### src/rtl/cpu_types_pkg.sv
// Shared CPU types: ALU opcode/word types, ALU op codes, flag bit positions
// and the ALU-sharing arbiter state encoding.
package cpu_types_pkg;

    typedef logic [3:0]  aluop_t;
    typedef logic [31:0] word_t;

    localparam aluop_t ALU_ADD  = 4'd0;
    localparam aluop_t ALU_SUB  = 4'd1;
    localparam aluop_t ALU_AND  = 4'd2;
    localparam aluop_t ALU_OR   = 4'd3;
    localparam aluop_t ALU_XOR  = 4'd4;
    localparam aluop_t ALU_SLT  = 4'd5;
    localparam aluop_t ALU_SLTU = 4'd6;
    localparam aluop_t ALU_SLL  = 4'd7;
    localparam aluop_t ALU_SRL  = 4'd8;
    localparam aluop_t ALU_SRA  = 4'd9;

    localparam int ALU_FLAG_Z = 0;
    localparam int ALU_FLAG_N = 1;
    localparam int ALU_FLAG_V = 2;

    typedef enum logic [1:0] {
        IDLE = 2'd0,
        EXEC = 2'd1,
        RESP = 2'd2
    } arb_state_t;

endpackage

### src/rtl/alu_share_arb_if.sv
// Requester-side bundle of the shared-ALU arbiter: op request channel and
// result response channel, one lane per requester.
interface alu_share_arb_if #(
    parameter int NREQ = 2,
    parameter int IDW  = 1
);
    import cpu_types_pkg::*;

    logic   [NREQ-1:0] req_valid;
    logic   [NREQ-1:0] req_ready;
    aluop_t [NREQ-1:0] req_aluop;
    word_t  [NREQ-1:0] req_porta;
    word_t  [NREQ-1:0] req_portb;
    logic   [NREQ-1:0] rsp_valid;
    logic   [NREQ-1:0] rsp_ready;
    word_t             rsp_portout;
    logic   [2:0]      rsp_flags;
    logic   [IDW-1:0]  rsp_id;

    modport master (
        output req_valid, req_aluop, req_porta, req_portb, rsp_ready,
        input  req_ready, rsp_valid, rsp_portout, rsp_flags, rsp_id
    );

    modport slave (
        input  req_valid, req_aluop, req_porta, req_portb, rsp_ready,
        output req_ready, rsp_valid, rsp_portout, rsp_flags, rsp_id
    );

endinterface

### src/rtl/rr_pick.sv
// Combinational round-robin picker: first set request scanning upward from
// the slot after the previous grant, wrapping modulo NREQ.
module rr_pick #(
    parameter int NREQ = 2,
    parameter int IDW  = 1
) (
    input  logic [NREQ-1:0] req,
    input  logic [IDW-1:0]  last,
    output logic [NREQ-1:0] gnt,
    output logic [IDW-1:0]  gnt_id,
    output logic            found
);

    // Circular scan; the first hit wins and masks all later candidates
    always_comb begin : scan
        logic [IDW-1:0] idx_s;
        logic           hit_s;
        gnt    = '0;
        gnt_id = '0;
        found  = 1'b0;
        idx_s  = '0;
        hit_s  = 1'b0;
        for (int i = 1; i <= NREQ; i++) begin
            idx_s      = IDW'((int'(last) + i) % NREQ);
            hit_s      = req[idx_s] & ~found;
            gnt[idx_s] = gnt[idx_s] | hit_s;
            gnt_id     = hit_s ? idx_s : gnt_id;
            found      = found | hit_s;
        end
    end

endmodule

### src/rtl/alu_share_arb.sv
// Round-robin sequencer sharing one external combinational ALU between NREQ
// requesters; one op in flight, result returned over a valid/ready channel.
module alu_share_arb
    import cpu_types_pkg::*;
#(
    parameter int NREQ = 2
) (
    input  logic                 clk,
    input  logic                 rst,
    alu_share_arb_if.slave       bus,
    output aluop_t               alu_aluop,
    output word_t                alu_porta,
    output word_t                alu_portb,
    input  word_t                alu_portout,
    input  logic                 alu_zero,
    input  logic                 alu_negative,
    input  logic                 alu_overflow,
    output logic                 busy
);

    localparam int IDW = (NREQ > 2) ? $clog2(NREQ) : 1;

    localparam logic [1:0] S_IDLE = IDLE;
    localparam logic [1:0] S_EXEC = EXEC;
    localparam logic [1:0] S_RESP = RESP;

    logic [1:0]      state_r;
    logic [IDW-1:0]  last_gnt_r;
    logic [IDW-1:0]  gid_r;
    aluop_t          aluop_r;
    word_t           porta_r;
    word_t           portb_r;
    word_t           res_r;
    logic [2:0]      flags_r;

    logic [NREQ-1:0] gnt_s;
    logic [IDW-1:0]  gnt_id_s;
    logic            found_s;

    rr_pick #(.NREQ(NREQ), .IDW(IDW)) u_pick (
        .req    (bus.req_valid),
        .last   (last_gnt_r),
        .gnt    (gnt_s),
        .gnt_id (gnt_id_s),
        .found  (found_s)
    );

    // Sequencer: accept in IDLE, capture ALU result in EXEC, hand back in RESP
    always_ff @(posedge clk) begin
        if (rst) begin
            state_r    <= S_IDLE;
            last_gnt_r <= IDW'(NREQ - 1);
            gid_r      <= '0;
            aluop_r    <= 4'd0;
            porta_r    <= 32'd0;
            portb_r    <= 32'd0;
            res_r      <= 32'd0;
            flags_r    <= 3'd0;
        end else begin
            case (state_r)
                S_IDLE: begin
                    if (found_s) begin
                        aluop_r <= bus.req_aluop[gnt_id_s];
                        porta_r <= bus.req_porta[gnt_id_s];
                        portb_r <= bus.req_portb[gnt_id_s];
                        gid_r   <= gnt_id_s;
                        state_r <= S_EXEC;
                    end
                end
                S_EXEC: begin
                    res_r               <= alu_portout;
                    flags_r[ALU_FLAG_Z] <= alu_zero;
                    flags_r[ALU_FLAG_N] <= alu_negative;
                    flags_r[ALU_FLAG_V] <= alu_overflow;
                    state_r             <= S_RESP;
                end
                S_RESP: begin
                    // Only the owner's ready retires the response
                    if (bus.rsp_ready[gid_r]) begin
                        last_gnt_r <= gid_r;
                        state_r    <= S_IDLE;
                    end
                end
                default: state_r <= S_IDLE;
            endcase
        end
    end

    // Grant strobe and response-owner decode from the state registers
    always_comb begin
        if ((state_r == S_IDLE) && !rst) begin
            bus.req_ready = gnt_s;
        end else begin
            bus.req_ready = '0;
        end
        if (state_r == S_RESP) begin
            bus.rsp_valid = NREQ'(1'b1) << gid_r;
        end else begin
            bus.rsp_valid = '0;
        end
    end

    assign alu_aluop       = aluop_r;
    assign alu_porta       = porta_r;
    assign alu_portb       = portb_r;
    assign bus.rsp_portout = res_r;
    assign bus.rsp_flags   = flags_r;
    assign bus.rsp_id      = gid_r;
    assign busy            = (state_r != S_IDLE);

endmodule

### src/flat_wrapper.sv
// flat-port wrapper written by rule: the top's interface ports become plain ports
module alu_share_arb_flat import cpu_types_pkg::*;
#(
    parameter int NREQ = 2
)
  (clk, rst, alu_aluop, alu_porta, alu_portb, alu_portout, alu_zero, alu_negative, alu_overflow, busy, bus_req_valid, bus_req_aluop, bus_req_porta, bus_req_portb, bus_rsp_ready, bus_req_ready, bus_rsp_valid, bus_rsp_portout, bus_rsp_flags, bus_rsp_id);
  alu_share_arb_if #(.NREQ(NREQ), .IDW(1)) bus_i ();
  input  logic clk;
  input  logic rst;
  output aluop_t alu_aluop;
  output word_t alu_porta;
  output word_t alu_portb;
  input  word_t alu_portout;
  input  logic alu_zero;
  input  logic alu_negative;
  input  logic alu_overflow;
  output logic busy;
  input wire logic [$bits(bus_i.req_valid)-1:0] bus_req_valid;
  input wire logic [$bits(bus_i.req_aluop)-1:0] bus_req_aluop;
  input wire logic [$bits(bus_i.req_porta)-1:0] bus_req_porta;
  input wire logic [$bits(bus_i.req_portb)-1:0] bus_req_portb;
  input wire logic [$bits(bus_i.rsp_ready)-1:0] bus_rsp_ready;
  output wire logic [$bits(bus_i.req_ready)-1:0] bus_req_ready;
  output wire logic [$bits(bus_i.rsp_valid)-1:0] bus_rsp_valid;
  output wire logic [$bits(bus_i.rsp_portout)-1:0] bus_rsp_portout;
  output wire logic [$bits(bus_i.rsp_flags)-1:0] bus_rsp_flags;
  output wire logic [$bits(bus_i.rsp_id)-1:0] bus_rsp_id;
  assign bus_i.req_valid = bus_req_valid;
  assign bus_i.req_aluop = bus_req_aluop;
  assign bus_i.req_porta = bus_req_porta;
  assign bus_i.req_portb = bus_req_portb;
  assign bus_i.rsp_ready = bus_rsp_ready;
  assign bus_req_ready = bus_i.req_ready;
  assign bus_rsp_valid = bus_i.rsp_valid;
  assign bus_rsp_portout = bus_i.rsp_portout;
  assign bus_rsp_flags = bus_i.rsp_flags;
  assign bus_rsp_id = bus_i.rsp_id;
  alu_share_arb #(.NREQ(NREQ)) u_core (.clk(clk), .rst(rst), .bus(bus_i), .alu_aluop(alu_aluop), .alu_porta(alu_porta), .alu_portb(alu_portb), .alu_portout(alu_portout), .alu_zero(alu_zero), .alu_negative(alu_negative), .alu_overflow(alu_overflow), .busy(busy));
endmodule
### config.mk
export PLATFORM = sky130hd
export DESIGN_NAME = alu_share_arb_flat
export DESIGN_NICKNAME = d
export VERILOG_FILES = /design/src/rtl/cpu_types_pkg.sv /design/src/rtl/alu_share_arb_if.sv /design/src/rtl/rr_pick.sv /design/src/rtl/alu_share_arb.sv /design/src/flat_wrapper.sv
export SDC_FILE = /design/constraint.sdc
export NUM_CORES = 1
export LEC_CHECK = 0
export ABC_AREA = 0
export ABC_CLOCK_PERIOD_IN_PS = 1600
export CAP_MARGIN = 10
export CORE_MARGIN = 4
export CORE_UTILIZATION = 36
export CTS_CLUSTER_DIAMETER = 150
export DETAILED_ROUTE_END_ITERATION = 7
export PLACE_DENSITY = 0.78
export SLEW_MARGIN = 5
export SYNTH_ARGS = -nofsm -noshare
export SYNTH_HDL_FRONTEND = slang
export SYNTH_HIERARCHICAL = 1
export SYNTH_SLANG_ARGS = --single-unit
### constraint.sdc
create_clock -name clk -period 1.6 [get_ports clk]
set_input_delay 0.16 -clock clk [delete_from_list [all_inputs] [get_ports clk]]
set_output_delay 0.16 -clock clk [all_outputs]
set_load 0.01 [all_outputs]
==> impl_metrics.ini <==
[outcome]
status = complete, no violations

[sta]
skew_ps = 5.860
rsz0062_at_grt = false
setup_viol = 0
holdWs_ps = 356.3
slew_headroom = 0.7158
min_period_ps = 1521
max_freq_ghz = 0.6577
finalCritPeriodShare = 0.9503
setup_slack_ps = 79.48
fin_setup_tns_ps = 0
finalHoldViolations = 0
drv_slew = 0
worstMarginPinSlew_ps = 426.3

[routing]
drt-wirelength-per-cell_um = 17.51
vias = 4132
drtAntennaViolNets = 0
wl_mm = 14.75
drtPass1Iterations = 4
drt_iter0_markers = 215
remaining_drc_errors = 0
viasPerCell = 4.907

[clock_tree]
clock_latency_ps = 340
clk_path_buf_depth = 2
holdBufCountCts = 0
cts_tree = built
h-tree-depth = 3
cts_buffers = 9
clock-sinks = 107
cts-root-buf = clkbuf_16
clkSlewWorstSetupHoldPaths_ps = 70

[placement]
place_ws_ps = -167.5
gp_congestion = 0.7901
io_buffers = 285
hpwlAfterDp_mm = 11.42

[cells_and_area]
seq_area_um2 = 2148
syn_to_final_growth_pct = 82.35
nNetsFinal = 871
antenna_cells = 0
fillers = 894
final_core_util = 0.6717
multi_input_area_um2 = 1904
layout-drive-gt1-share = 0.07439

[synthesis]
synth-main-ff-cell = dfxtp_1
yosysSeqAreaShare = 0.5071
synth_seq_cells = 107
synth_edf_count = 0
syn_nets = 585
synthArstFlopShare = 0
syn_area_per_cell_um2 = 10.35
syn_inst = 408
synth_area_um2 = 4224
ys_types = 26
synth_warnings = 6

[setup_path]
arrival_ps = 1360
crit_type = reg2out
critPathMaxFanout = 4
cp-start-kind = flop
required_ps = 1440
crit_path_end_kind = primary output

[grt]
grt.total_usage = 0.2110
grt_pass1_vias = 4257
antenna_found_initial = 0
grt_pass1_wl_mm = 22.19
grt_max_degree = 40
globalRouteOverflowTotal = 0

[die]
die_area_um2 = 13530
io_pins = 286
coreArea_um2 = 11470
die_w_um = 116.3
die_h_um = 116.3
num_rows = 39
start_util = 0.3684

[pwr]
p_leak_uw = 0.002867
cellPowerDensity_nw_per_um2 = 943.6
ir_drop_mv = 0.5747

[min_path]
hp-class = in2reg

[flow_run]
max_cap_viol_count = 0
==> cells by family (layout without fill, tap and decap cells) <==
kind of cell | after synthesis | in the layout | synth area share
buffers and inverters | 36 | 327 | 0.04710
muxes | 70 | 70 | 0.1659
AOI/OAI and AO/OA | 109 | 109 | 0.1922
and+or+nand+nor | 86 | 86 | 0.08768
DFF | 107 | 107 | 0.5071
==> worst paths after layout <==
path,from,to,slack (ps),cells past startpoint
min reg2reg,u_core/bus.rsp_portout[26],u_core/bus.rsp_portout[26],460,2
max,u_core/state_r[1],busy,80,3
max reg2reg,u_core/last_gnt_r,u_core/alu_porta[18],240,5
min,alu_portout[13],u_core/bus.rsp_portout[13],360,3
==> final cells by class <==
class,instances,share of cell area
clock buffers,10,0.03103
repair buffers,309,0.4072
flip-flops and latches,107,0.2789
clock inverters,6,0.01137
well taps,143,0.02323
multi-input cells,265,0.2472
inverters,2,0.0009747
==> flip-flops by register name, summed over array words and instances, names as in the netlist <==
| signal | cells |
|---|---|
| u_core/alu_porta | 32 |
| u_core/last_gnt_r | 1 |
| u_core/alu_portb | 32 |
| u_core/state_r | 2 |
| u_core/bus.rsp_id | 1 |
| u_core/bus.rsp_portout | 32 |
| u_core/alu_aluop | 4 |
| u_core/bus.rsp_flags | 3 |
==> routing by layer <==
layer  share of wire  global-route usage  up-vias
li1                -                   -     2033
met2            0.50              0.3780      177
met4           0.028             0.09435        0
met5               0                   0        -
met3           0.087             0.05285       26
met1            0.38              0.2352     1896
==> timing repair <==
action	4_1_cts	5_1_grt
cloned	0	0
gates resized for setup	10	3
pin swaps	1	0
setup buffers	1	0
setup endpoints to repair	5	3
endpoints found under the hold margin	0	0
==> worst max-delay path, cell delays in order (launching register included) <==
cell and delay (ps):
dfxtp_1 330, buf_4 150, or2_2 280, clkdlybuf4s15_1 250
==> per-stage QoR <==
stage	instance area [um^2]	total power [uW]	cells
floorplan	4224	3746	408
detailed placement	7368	4915	825
global placement	7368	4871	825
global route	7702	7582	842
CTS	7705	7336	842
finish	7702	7268	842
==> power by group <==
part           internal (uW)  switching (uW)  leakage (uW)  total, uW
Clock                   1420            1000      0.000163       2420
Sequential              2910             136      0.000880       3040
Combinational           1100             702       0.00182       1800
==> synthesized netlist by cell type (2+ instances only) <==
library cell / instances / share of area
dfxtp_1: 107 / 0.51
nand2_1: 70 / 0.062
a21oi_1: 36 / 0.043
nor2b_1: 3 / 0.0044
and2_1: 3 / 0.0044
mux2i_1: 70 / 0.17
buf_2: 15 / 0.018
nor2_1: 2 / 0.0018
buf_1: 5 / 0.0044
a21boi_0: 2 / 0.0036
inv_1: 2 / 0.0018
clkbuf_1: 6 / 0.0053
buf_6: 4 / 0.011
o2bb2ai_1: 68 / 0.14
buf_4: 4 / 0.0071
==> placed cells by master (no fill, tap or decap), drive strengths merged, types with 11 or more instances in the layout <==
master	instances
dfxtp	107
clkbuf	11
o2bb2ai	68
mux2i	70
nand2	71
a21oi	36
clkdlybuf4s50	280
buf	24
No activity file was read; power rests on OpenSTA's default activity.
